`src/rtl/nes_receiver_if.sv`:
```
// ---------------------------------------------------------------------------
// nes_receiver_if
// Signal bundle between the NES gamepad receiver and the rest of the system.
//   poll_req            : request one read of the pad (into the receiver)
//   nes_data            : raw serial data from the pad, active-low (into the receiver)
//   nes_latch, nes_clk  : latch strobe and shift clock driven to the pad
//   buttons[7:0]        : active-high button word
//                         [0]A [1]B [2]Select [3]Start [4]Up [5]Down [6]Left [7]Right
//   up/down/left/right  : direction strobes; an opposing pair pressed together reads as neither
//   attack              : copy of button A
//   valid               : one-cycle pulse when buttons and strobes update
//   busy                : a poll is in progress
// The master modport is the receiver. The slave modport is the system and pad side.
// ---------------------------------------------------------------------------
interface nes_receiver_if;
  logic       poll_req;
  logic       nes_data;
  logic       nes_latch;
  logic       nes_clk;
  logic [7:0] buttons;
  logic       up;
  logic       down;
  logic       left;
  logic       right;
  logic       attack;
  logic       valid;
  logic       busy;

  modport master (
    input  poll_req, nes_data,
    output nes_latch, nes_clk, buttons, up, down, left, right, attack, valid, busy
  );

  modport slave (
    output poll_req, nes_data,
    input  nes_latch, nes_clk, buttons, up, down, left, right, attack, valid, busy
  );
endinterface

```
`src/rtl/nes_receiver.sv`:
```
// ---------------------------------------------------------------------------
// nes_receiver
// Serial front end for a standard NES gamepad. Each accepted poll_req runs
// one read of the pad:
//   1. Raise nes_latch for LATCH_CYCLES cycles.
//   2. Run a low phase and sample bit 0 (A) at its end.
//   3. Run 7 nes_clk high/low pulses of HALF_PERIOD cycles per phase. Each
//      high phase samples the next bit at its end.
//   4. Publish the button word and the decoded strobes in one DONE cycle
//      with a one-cycle valid pulse.
// Ports:
//   clk   : system clock
//   rst_n : asynchronous active-low reset. It drops any transaction in flight
//           and clears all outputs.
//   bus   : nes_receiver_if.master (poll_req, nes_data in; pad lines,
//           button word, strobes, valid and busy out)
// ---------------------------------------------------------------------------
module nes_receiver #(
  parameter int LATCH_CYCLES = 300,
  parameter int HALF_PERIOD  = 150
) (
  input  logic           clk,
  input  logic           rst_n,
  nes_receiver_if.master bus
);

  localparam int MAX_CYC = (LATCH_CYCLES > HALF_PERIOD) ? LATCH_CYCLES : HALF_PERIOD;
  localparam int CW      = (MAX_CYC > 1) ? $clog2(MAX_CYC) : 1;

  localparam logic [CW-1:0] LATCH_LAST = CW'(LATCH_CYCLES - 1);
  localparam logic [CW-1:0] HALF_LAST  = CW'(HALF_PERIOD - 1);

  typedef enum logic [2:0] {
    S_IDLE,
    S_LATCH,
    S_LOW,
    S_HIGH,
    S_DONE
  } state_e;

  typedef struct packed {
    logic up;
    logic down;
    logic left;
    logic right;
    logic attack;
  } dec_t;

  state_e        state_q,   state_d;
  logic [CW-1:0] cnt_q,     cnt_d;
  logic [2:0]    idx_q,     idx_d;
  logic [7:0]    shift_q,   shift_d;
  logic [1:0]    sync_q,    sync_d;
  logic          latch_q,   latch_d;
  logic          nclk_q,    nclk_d;
  logic [7:0]    buttons_q, buttons_d;
  dec_t          dec_q,     dec_d;
  logic          valid_q,   valid_d;
  logic          busy_q,    busy_d;

  logic sync_data;
  logic cnt_last_latch;
  logic cnt_last_half;

  // nes_data comes from the pad with no relation to clk. The sampling logic
  // only ever sees the second synchroniser stage.
  assign sync_d         = {sync_q[0], bus.nes_data};
  assign sync_data      = sync_q[1];
  assign cnt_last_latch = (cnt_q == LATCH_LAST);
  assign cnt_last_half  = (cnt_q == HALF_LAST);

  always_comb begin
    // NOTE: every signal assigned here gets a default first, so no path
    // through the case statement can infer a latch.
    state_d   = state_q;
    cnt_d     = cnt_q;
    idx_d     = idx_q;
    shift_d   = shift_q;
    latch_d   = latch_q;
    nclk_d    = nclk_q;
    buttons_d = buttons_q;
    dec_d     = dec_q;
    valid_d   = 1'b0;
    busy_d    = busy_q;

    unique case (state_q)
      S_IDLE: begin
        cnt_d = '0;
        if (bus.poll_req) begin
          state_d = S_LATCH;
          latch_d = 1'b1;
          busy_d  = 1'b1;
          shift_d = '0;
        end
      end

      S_LATCH: begin
        if (cnt_last_latch) begin
          cnt_d   = '0;
          idx_d   = 3'd0;
          latch_d = 1'b0;
          state_d = S_LOW;
        end else begin
          cnt_d = cnt_q + CW'(1);
        end
      end

      S_LOW: begin
        if (cnt_last_half) begin
          cnt_d = '0;
          if (idx_q == 3'd0) begin
            // Bit 0 (A) is presented by the pad right after the latch, so it
            // is taken at the end of the first low phase. There is no clock
            // pulse before it.
            shift_d[0] = ~sync_data;
            idx_d      = 3'd1;
            nclk_d     = 1'b1;
            state_d    = S_HIGH;
          end else if (idx_q == 3'd7) begin
            state_d = S_DONE;
          end else begin
            idx_d   = idx_q + 3'd1;
            nclk_d  = 1'b1;
            state_d = S_HIGH;
          end
        end else begin
          cnt_d = cnt_q + CW'(1);
        end
      end

      S_HIGH: begin
        if (cnt_last_half) begin
          cnt_d          = '0;
          shift_d[idx_q] = ~sync_data;
          nclk_d         = 1'b0;
          state_d        = S_LOW;
        end else begin
          cnt_d = cnt_q + CW'(1);
        end
      end

      S_DONE: begin
        // Opposing directions cancel in the strobes only. The raw button
        // word keeps both bits.
        buttons_d    = shift_q;
        dec_d.up     = shift_q[4] & ~shift_q[5];
        dec_d.down   = shift_q[5] & ~shift_q[4];
        dec_d.left   = shift_q[6] & ~shift_q[7];
        dec_d.right  = shift_q[7] & ~shift_q[6];
        dec_d.attack = shift_q[0];
        valid_d      = 1'b1;
        busy_d       = 1'b0;
        state_d      = S_IDLE;
      end

      default: begin
        state_d = S_IDLE;
        latch_d = 1'b0;
        nclk_d  = 1'b0;
        busy_d  = 1'b0;
      end
    endcase
  end

  // NOTE: sequential state is updated only with non-blocking assignments, so
  // every flop samples the pre-edge values computed above.
  always_ff @(posedge clk or negedge rst_n) begin
    if (!rst_n) begin
      state_q   <= S_IDLE;
      cnt_q     <= '0;
      idx_q     <= '0;
      shift_q   <= '0;
      sync_q    <= '0;
      latch_q   <= 1'b0;
      nclk_q    <= 1'b0;
      buttons_q <= '0;
      dec_q     <= '0;
      valid_q   <= 1'b0;
      busy_q    <= 1'b0;
    end else begin
      state_q   <= state_d;
      cnt_q     <= cnt_d;
      idx_q     <= idx_d;
      shift_q   <= shift_d;
      sync_q    <= sync_d;
      latch_q   <= latch_d;
      nclk_q    <= nclk_d;
      buttons_q <= buttons_d;
      dec_q     <= dec_d;
      valid_q   <= valid_d;
      busy_q    <= busy_d;
    end
  end

  assign bus.nes_latch = latch_q;
  assign bus.nes_clk   = nclk_q;
  assign bus.buttons   = buttons_q;
  assign bus.up        = dec_q.up;
  assign bus.down      = dec_q.down;
  assign bus.left      = dec_q.left;
  assign bus.right     = dec_q.right;
  assign bus.attack    = dec_q.attack;
  assign bus.valid     = valid_q;
  assign bus.busy      = busy_q;

endmodule

```
`src/flat_wrapper.sv`:
```
// flat-port wrapper written by rule: the top's interface ports become plain ports
module nes_receiver_flat 
#(
  parameter int LATCH_CYCLES = 300,
  parameter int HALF_PERIOD  = 150
)
  (clk, rst_n, bus_poll_req, bus_nes_data, bus_nes_latch, bus_nes_clk, bus_buttons, bus_up, bus_down, bus_left, bus_right, bus_attack, bus_valid, bus_busy);
  nes_receiver_if bus_i ();
  input  logic clk;
  input  logic rst_n;
  input wire logic [$bits(bus_i.poll_req)-1:0] bus_poll_req;
  input wire logic [$bits(bus_i.nes_data)-1:0] bus_nes_data;
  output wire logic [$bits(bus_i.nes_latch)-1:0] bus_nes_latch;
  output wire logic [$bits(bus_i.nes_clk)-1:0] bus_nes_clk;
  output wire logic [$bits(bus_i.buttons)-1:0] bus_buttons;
  output wire logic [$bits(bus_i.up)-1:0] bus_up;
  output wire logic [$bits(bus_i.down)-1:0] bus_down;
  output wire logic [$bits(bus_i.left)-1:0] bus_left;
  output wire logic [$bits(bus_i.right)-1:0] bus_right;
  output wire logic [$bits(bus_i.attack)-1:0] bus_attack;
  output wire logic [$bits(bus_i.valid)-1:0] bus_valid;
  output wire logic [$bits(bus_i.busy)-1:0] bus_busy;
  assign bus_i.poll_req = bus_poll_req;
  assign bus_i.nes_data = bus_nes_data;
  assign bus_nes_latch = bus_i.nes_latch;
  assign bus_nes_clk = bus_i.nes_clk;
  assign bus_buttons = bus_i.buttons;
  assign bus_up = bus_i.up;
  assign bus_down = bus_i.down;
  assign bus_left = bus_i.left;
  assign bus_right = bus_i.right;
  assign bus_attack = bus_i.attack;
  assign bus_valid = bus_i.valid;
  assign bus_busy = bus_i.busy;
  nes_receiver #(.LATCH_CYCLES(LATCH_CYCLES), .HALF_PERIOD(HALF_PERIOD)) u_core (.clk(clk), .rst_n(rst_n), .bus(bus_i));
endmodule
```
`config.mk`:
```
export PLATFORM = sky130hd
export DESIGN_NAME = nes_receiver_flat
export DESIGN_NICKNAME = d
export VERILOG_FILES = /design/src/rtl/nes_receiver_if.sv /design/src/rtl/nes_receiver.sv /design/src/flat_wrapper.sv
export SDC_FILE = /design/constraint.sdc
export NUM_CORES = 1
export LEC_CHECK = 0
export ABC_AREA = 1
export ABC_CLOCK_PERIOD_IN_PS = 1530
export BUFFER_PORTS_ARGS = -buffer_cell sky130_fd_sc_hd__buf_2
export CORE_MARGIN = 1
export CORE_UTILIZATION = 50
export DETAILED_ROUTE_END_ITERATION = 10
export GPL_ROUTABILITY_DRIVEN = 1
export HOLD_SLACK_MARGIN = 0.06
export PLACE_DENSITY = 0.68
export SLEW_MARGIN = 20
export SYNTH_ARGS = -nofsm -noshare
export SYNTH_HDL_FRONTEND = slang
export SYNTH_SLANG_ARGS = --single-unit
```
`constraint.sdc`:
```
create_clock -name clk -period 1.53 [get_ports clk]
set_input_delay 0.2295 -clock clk [delete_from_list [all_inputs] [get_ports clk]]
set_output_delay 0.2295 -clock clk [all_outputs]
set_load 0.02 [all_outputs]
```
# == After elaboration in Yosys (flattened, before gate mapping) ==
# Index checks and enable logic that the tools add are counted.
# op_classes
add_sub_neg,2
mux,34
n_eq_ne,13
magnitude_cmp,2
reduce_logical,18
n_bitwise,12
# op_table
operator,n
$mux W3,10
$pmux W9 S3,1
$mux W9,2
$mux W8,2
$pmux W7 S2,1
$pmux W3 S4,1
$reduce_and A4 Y1,3
$mux W1,10
$add A9 B1 Y9 const B,1
$eq A9 B8 Y1 const B,1
$eq A9 B9 Y1 const B,1
$pmux W1 S3,3
$reduce_or A3 Y1,3
$bwmux W8,1
$ne A2 B1 Y1 const B,4
$not A1 Y1,8
$eq A3 B2 Y1 const B,2
$eq A3 B3 Y1 const B,2
$logic_not A3 Y1,2
$pmux W3 S2,1
$reduce_and A3 Y1,2
$reduce_bool A3 Y1,2
$reduce_and A5 Y1,1
$and A1 B1 Y1,4
other kinds (12),13
# totals
regBits,42
in_bits,4

# == Longest topological paths before layout ==
# Gate-level depths: netlist of run 1.
# depth
word_depth,7
mapped_depth,11

# == Least setup slack after synthesis of run 1 ==
# Ideal clock, no wire load.
# synth_path
path_kind,register to register
from,reg u_core.idx_q[0]
to,reg u_core.idx_q[0]
stages_incl_launch_ff,10
setup_ns,0.117
period_less_slack_ns,1.400
required_ns,1.413
path_slack_ns,0.130
arrival_ns,1.283
n_path_buf,0
path_cell_list,dfrtp_1 inv_1 ha_1 nand2_1 nand2_1 nand2_1 o21ai_2 nand2_1 nand2_1 nand2_1
# synth_via
elab_chain_cells,5
word_cells_on_any_way,9
cone_classes,add/sub: 1; eq/ne: 2; mux: 4; reduce/logical: 2
# synth_rtl
element,line_no,rtl
"start, declared",nes_receiver.sv:51,"logic [2:0] idx_q, idx_d;"
"start signal, assigned",nes_receiver.sv:183,idx_q <= idx_d;
$add A3 B1 Y3,nes_receiver.sv:122,idx_d = idx_q + 3'd1;
$mux W3,nes_receiver.sv:119,end else if (idx_q == 3'd7) begin
$mux W3,nes_receiver.sv:111,if (idx_q == 3'd0) begin
$mux W3,nes_receiver.sv:109,if (cnt_last_half) begin
$pmux W3 S2,nes_receiver.sv:86,unique case (state_q)
# Several ways; a longest one is shown, not always the timed one. The select of a mux whose other input is x is not followed.
# A chain may end at the register's enable or synchronous reset.

# == Final worst setup path of run 1 ==
# layout_path
from,reg u_core.cnt_q[1]
to,reg u_core.cnt_q[5]
# layout_via
elab_chain_cells,3
word_cells_on_any_way,6
cone_classes,add/sub: 1; eq/ne: 2; mux: 3
# layout_rtl
element,line_no,rtl
"start, declared",nes_receiver.sv:50,"logic [CW-1:0] cnt_q, cnt_d;"
"start signal, assigned",nes_receiver.sv:182,cnt_q <= cnt_d;
"$add A9 B1 Y9, or another cell as far along","nes_receiver.sv:104, nes_receiver.sv:127, nes_receiver.sv:138",
$mux W9 (on tied branches),"nes_receiver.sv:109, nes_receiver.sv:132, nes_receiver.sv:98",
$pmux W9 S3 *,nes_receiver.sv:86,
# Every way passes the cells marked *; elsewhere a longest branch is shown, timed or not.

==> results.toml, run 1 <==
[pwr]
p_seq_share_pct = 37.9
clkPwrFrac_pct = 19.8
p_total_mw = 3.53
p_int_mw = 2.08
switching_power_mw = 1.45
vdd_ir_drop_max_uv = 1060
swShare_pct = 41.2
pwr-share-comb_pct = 42.3
p_leak_nw = 1.44
power.density_nw_per_um2 = 1350

[route]
via_per_inst = 5.09
drt_iter0_drc = 103
first_pass_iters = 5
post_drt_wl_per_cell_um = 12.1
route.detailed.drc = 0
detail-route-antenna-nets = 0
vias = 1889
drt_wl_total_mm = 4.47

[clocking]
ctsRootBufferMaster = "clkbuf_8"
cts_buffers = 5
htreeDepth = 2
clock_latency_ns = 0.30
clk_pin_slew_ns = 0.08
cts.sinks = 41
clock_path_buffers = 2
cts_tree = "done"

[finish]
final_area_um2 = 2620
final_common_cell = "nand2_1"
drive_gt1_share_pct = 24.3
area_growth_pct = 20.9
register_area_um2 = 1030
layout_common_cells = "nand2_1 (91), dfrtp_1 (40), inv_1 (27), nand3_1 (27), buf_2 (20)"
nFillCells = 382
multi_input_area_um2 = 1050
antenna_cells = 0
layout.nets = 329

[grt]
grt_max_degree = 25
antenna_found_initial = 0
grt_busiest_layer = "met2"
grt-ovfl-total = 0
met1_usage_pct = 29.2
grt_use_total_pct = 22.0
grt_pass1_wl_mm = 7.44
globalRouteMet2Util_pct = 34.4
met3_usage_pct = 5.33
grt_pass1_vias = 1656

[setup_path]
critPathCaptureType = "flop"
timing_worst_setup_path_type = "reg -> reg"
worstRegToRegCells = 11
crit_required_ns = 1.73
cp_cell_sequence = "inv_1, ha_2, nand2_2, nor2_4, nand2_2, nand2_4, nand2_4, inv_2, nand2_1, nand2_1, inv_1"
critPathMaxStageDelay_ns = 0.41
critPathArrivalTime_ns = 1.63
critPathSlowestCell = "dfrtp_1"
start_kind = "flop"
cp_max_fo = 5

[floorplanning]
ioPinCount = 21
start_util_pct = 53.0
core_um2 = 4090
chipHeight_um = 67.8
rows = 23
dieArea_um2 = 4600
fp.dieW_um = 67.8

[sta]
setup_ws_ns = 0.0989
setup_violations = 0
report.final.slew_viol_count = 0
fin_crit_ns = 1.43
post-route-period-util_pct = 93.5
setup_tns_ns = 0
fmax_ghz = 0.699
worstMarginPinSlew_ns = 0.425
finalHoldViolations = 0
relSlewSlack_pct = 71.7
fin_skew_ns = 0.00479

[hold_path]
hp-class = "in -> reg"
min_path_cells = 3

[synth]
syn_area_per_cell_um2 = 7.76
synth_top_area_cell = "dfrtp_1"
ys_warn_count = 0
syn_inst = 279
syn_area_um2 = 2170
synth_seq_cells = 41
ys_seq_area_share_pct = 47.4
synth_area_leaders = "dfrtp_1 (47%), nand2_1 (17%), nand3_1 (6.7%), inv_1 (4.9%), nor2_1 (3.5%)"
syn_nets = 288
synthDominantCellAreaShare_pct = 47.4
yosysUniqueCellTypes = 25

[placed_design]
routabilityCongestion = 0.888
dpl.hpwl_mm = 3.16
pre_cts_slack_ns = 0.0161
place_area_um2 = 2390
numPortBuffers = 20

[run_status]
status = "finished clean"

[run]
drv_cap = 0
==> Yosys cell counts <==
cell,instances
a21oi_1,5
buf_6,3
nor3_2,1
xor2_1,4
buf_2,2
nand2_4,2
nand3_1,29
buf_4,2
ha_1,5
dfrtp_1,41
clkinv_1,1
nand2_2,3
clkinv_2,1
a31oi_1,1
nor2_2,1
nand3_2,2
inv_2,2
inv_1,28
o21bai_1,1
nor2_1,20
nor2_4,1
nand4_1,11
o21ai_2,1
o21ai_0,13
nand2_1,99
==> worst paths after layout <==
kind / from / end / slack (ns)
setup / recovery: u_core.cnt_q[1]$_DFFE_PN0P_ / u_core.cnt_q[5]$_DFFE_PN0P_ / 0.1
max in group asynchronous: rst_n / u_core.bus.left$_DFFE_PN0P_ / 0.68
hold reg to reg: u_core.sync_q[0]$_DFF_PN0_ / u_core.sync_q[1]$_DFF_PN0_ / 0.35
min in group asynchronous: rst_n / u_core.cnt_q[4]$_DFFE_PN0P_ / 0.39
setup reg to reg: u_core.cnt_q[1]$_DFFE_PN0P_ / u_core.cnt_q[5]$_DFFE_PN0P_ / 0.1
hold / removal: bus_poll_req / u_core.bus.nes_latch$_DFFE_PN0P_ / 0.19
==> flip-flops by register name, summed over array words and instances, names as in the netlist <==
name / count
u_core.bus.right: 1
u_core.bus.valid: 1
u_core.idx_q: 3
u_core.bus.left: 1
u_core.cnt_q: 9
u_core.bus.buttons: 8
u_core.bus.busy: 1
u_core.bus.up: 1
u_core.bus.nes_latch: 1
u_core.sync_q: 2
u_core.bus.nes_clk: 1
u_core.shift_q: 8
u_core.state_q: 3
u_core.bus.down: 1
==> cell families (layout without fill, tap and decap cells) <==
kind of cell / count (synthesis) / in the layout / share of synthesized area [%]
AND/OR/NAND/NOR: 169 / 170 / 34.6
adder cells (fa/ha/maj): 5 / 5 / 2.89
flip-flops: 41 / 41 / 47.4
AO/OA/AOI/OAI: 21 / 21 / 5.20
buffers and inverters: 39 / 80 / 8.32
XOR/XNOR: 4 / 4 / 1.62
==> critical path, delay by kind of cell, from the launching register on <==
| kind | cells | cell delay (ns) |
|---|---|---|
| and+or+nand+nor | 7 | 0.59 |
| adders and majority gates | 1 | 0.16 |
| buffers and inverters | 3 | 0.17 |
| DFF | 1 | 0.41 |
==> what timing repair did <==
item	CTS	global route
endpoints found under the hold margin	18	0
setup endpoints to repair	0	24
hold buffers	2	0
buffers inserted	0	3
gates resized for setup	0	28
==> power groups by stage <==
stage	sequential, mW	clock [mW]	combinational, mW
floorplan	1.34	0	0.890
global route	1.35	0.768	1.69
detailed placement	1.35	0	1.23
CTS	1.33	0.718	1.23
global placement	1.34	0	1.21
finish	1.34	0.699	1.49
==> stage by stage <==
step	util, %	cells	hold WS, ns
after floorplan	-	279	-0.0661
after global placement	58.6	357	0.188
after detailed placement	58.6	357	0.195
final	64.1	371	0.193
after global routing	64.1	371	0.198
after CTS	61.2	367	0.190
==> per-layer routing <==
metal	vias to the layer above	routed length, um
li1	973	-
met1	858	2160
met2	52	2040
met3	6	200
met4	0	74
met5	-	0
==> layout make-up <==
| type | count | share of cell area, % |
|---|---|---|
| Multi-Input combinational cell | 200 | 40.2 |
| Sequential cell | 41 | 39.2 |
| Timing Repair Buffer | 40 | 10.2 |
| Inverter | 32 | 4.63 |
| Clock buffer | 5 | 2.63 |
| Tap cell | 50 | 2.39 |
| Clock inverter | 3 | 0.669 |
No activity file was read; power rests on OpenSTA's default activity.
==> inputs of run 2 (changes only) <==
--- a/config.mk
+++ b/config.mk
@@ -5,7 +5,6 @@
 export SDC_FILE = /design/constraint.sdc
 export NUM_CORES = 1
 export LEC_CHECK = 0
-export ABC_AREA = 1
 export ABC_CLOCK_PERIOD_IN_PS = 1530
 export BUFFER_PORTS_ARGS = -buffer_cell sky130_fd_sc_hd__buf_2
 export CORE_MARGIN = 1
==> run 2 against run 1 <==
  * The run now ends with negative setup slack left
  * Maximum frequency is 24% lower
  * Die area is 1.5% lower
  * Worst setup slack worse by 0.45 ns
  * Critical path type unchanged
==> results.toml, run 2 <==
[finish]
register_area_um2 = 1030
multi_input_area_um2 = 1220
area_growth_pct = 48.6
regMostFlops = "u_core.cnt_q"
antenna_cells = 0
layout_common_cells = "buf_4 (48), dfrtp_1 (38), nand2_1 (22), buf_2 (20), o21ai_1 (15)"
layout.nets = 307
drive_gt1_share_pct = 48.5
instances_no_fill = 349
largest_reg_flops = 9
nFillCells = 246
final_common_cell = "buf_4"

[pwr]
power.density_nw_per_um2 = 1110
p_seq_share_pct = 38.3
swShare_pct = 33.2
clkPwrFrac_pct = 25.6
switching_power_mw = 1.17
p_int_mw = 2.35
p_leak_nw = 1.48
vdd_ir_drop_max_uv = 527
pwr-share-comb_pct = 36.1

[setup_path]
timing_worst_setup_path_type = "reg -> reg"
critPathArrivalTime_ns = 2.10
start_kind = "flop"
crit_required_ns = 1.75
cp_max_fo = 4
critPathCaptureType = "flop"

[grt]
grt_pass1_vias = 1688
grt_max_degree = 42
grt-ovfl-total = 0
antenna_found_initial = 0
grt_use_total_pct = 24.6
grt_pass1_wl_mm = 8.06

[sta]
whs_ns = 0.354
finalHoldViolations = 0
relSlewSlack_pct = 65.5
setup_violations = 23
fmax_ghz = 0.532
worstMarginPinSlew_ns = 0.518
report.final.slew_viol_count = 0
rsz0062_at_grt = "yes"
setup_ws_ns = -0.349
fin_crit_ns = 1.88
fin_skew_ns = 0.00416
post-route-period-util_pct = 123

[run]
drv_cap = 0

[clocking]
htreeDepth = 2
cts_tree = "done"
clock_path_buffers = 2
cts.sinks = 41
clock_latency_ns = 0.30
cts_buffers = 5
clk_pin_slew_ns = 0.08
ctsRootBufferMaster = "clkbuf_8"

[synth]
async_flop_share_pct = 100
yosysUniqueCellTypes = 52
synth_top_area_cell = "dfrtp_1"
synth_most_common_cell = "dfrtp_1"
ys_warn_count = 0
syn_area_per_cell_um2 = 9.83
yosys-top-cells-count = "dfrtp_1 (41), nand2_1 (22), o21ai_0 (20)"
ys_seq_area_share_pct = 48.1
synthDominantCellAreaShare_pct = 48.1
synth_area_leaders = "dfrtp_1 (48%), o21ai_0 (4.7%), nand2_1 (3.9%), mux2_2 (3.7%), ha_1 (2.9%)"
synth_seq_cells = 41
syn_nets = 226
ys.flop_type = "dfrtp_1"
syn_inst = 217
syn_area_um2 = 2130
synth_edf_count = 0

[route]
top_layer = "met4"
dr_wl_met3_um = 289
drt_iter0_drc = 146
met1_length_mm = 2.64
route.detailed.drc = 0
first_pass_iters = 4
via_per_inst = 5.86
detail-route-antenna-nets = 0
drt_wl_total_mm = 5.94
post_drt_wl_per_cell_um = 17.0
vias = 2045
wl_met2_mm = 2.88

[run_status]
violations = "negative setup slack"
status = "finished with violations"

[hold_path]
hp-class = "reg -> reg"

[floorplanning]
start_util_pct = 52.6
dieArea_um2 = 4530
chipHeight_um = 67.3
fp.dieW_um = 67.3
core_um2 = 4060
rows = 23
ioPinCount = 21

[placed_design]
dpl.hpwl_mm = 3.40
numPortBuffers = 20
post-place-cells = 327
routabilityCongestion = 0.888
## run 2: cell types whose count changed in the layout (fill, tap and decap cells not counted), sizes merged, moves of 8 or more
cell,before,now
nand2,105,23
nand3,31,6
nand4,11,2
o21ai,14,26
nor2,22,8
nand2b,0,8
buf,38,82
inv,30,11
## run 2: worst paths after layout
path | start | endpoint | slack (ns) | cells after the start
setup / recovery | u_core.cnt_q[5]$_DFFE_PN0P_ | u_core.shift_q[1]$_DFFE_PN0P_ | -0.35 | 6
hold / removal | u_core.sync_q[0]$_DFF_PN0_ | u_core.sync_q[1]$_DFF_PN0_ | 0.35 | 0
setup reg to reg | u_core.cnt_q[5]$_DFFE_PN0P_ | u_core.shift_q[1]$_DFFE_PN0P_ | -0.35 | 6
hold reg to reg | u_core.sync_q[0]$_DFF_PN0_ | u_core.sync_q[1]$_DFF_PN0_ | 0.35 | 0
max in group asynchronous | rst_n | u_core.cnt_q[3]$_DFFE_PN0P_ | 0.63 | 3
min in group asynchronous | rst_n | u_core.cnt_q[2]$_DFFE_PN0P_ | 0.51 | 3
## run 2: cell type report
cell class                      instances  share of cell area, %
Clock buffer                            5                   2.17
Sequential cell                        41                   32.5
Tap cell                               50                   1.97
Multi-Input combinational cell        153                   38.6
Inverter                               11                   1.46
Clock inverter                          3                   1.46
Timing Repair Buffer                   86                   21.8
## run 2: through the flow
stage / util (%) / total power [mW] / worst slack (ns) / instance area (um^2) / TNS, ns
2_1_floorplan: - / 1.85 / -0.210 / 2200 / -2.95
3_3_place_gp: 65.8 / 2.23 / -0.245 / 2670 / -3.89
3_5_place_dp: 65.8 / 2.24 / -0.248 / 2670 / -4.35
4_1_cts: 71.6 / 3.20 / -0.243 / 2910 / -3.90
5_1_grt: 78.1 / 3.69 / -0.400 / 3170 / -5.76
6_report: 78.1 / 3.53 / -0.349 / 3170 / -4.65
## run 2: timing repair
item | CTS | global route
resized for setup | 19 | 48
pin swaps | 9 | 19
gates cloned | 0 | 3
endpoints found under the hold margin | 42 | 0
buffers inserted | 4 | 8
hold buffers | 2 | 0
setup endpoints to repair | 22 | 31
## run 2: critical path, cell delays in order, from the launching register on
cell	delay, ns
dfrtp_1	0.41
buf_6	0.13
nor4_4	0.30
buf_4	0.17
nand2_4	0.07
or4_4	0.52
o31ai_2	0.18
## run 2: cells by family (layout without fill, tap and decap cells)
kind of cell    count (synthesis)  count (layout)  share of synthesized area, %
buf+inv                        23             105                          4.69
simple gates                   69              69                          18.5
flops                          41              41                          48.1
fa+ha+maj                       5               5                          2.93
compound gates                 70              70                          20.6
mux                             8               8                          4.75
xor+xnor                        1               1                         0.411
## run 2: metal layers
layer	global-route usage, %	up-vias
met5	0	-
met4	10.6	0
met3	4.56	13
met2	34.6	78
met1	36.5	995
li1	-	959
## run 2: power groups by stage
stage | Sequential [mW] | Combinational [mW] | Clock, mW
finish | 1.35 | 1.27 | 0.902
detailed placement | 1.34 | 0.904 | 0
global placement | 1.34 | 0.893 | 0
global route | 1.36 | 1.38 | 0.947
floorplan | 1.34 | 0.512 | 0
CTS | 1.32 | 0.963 | 0.911
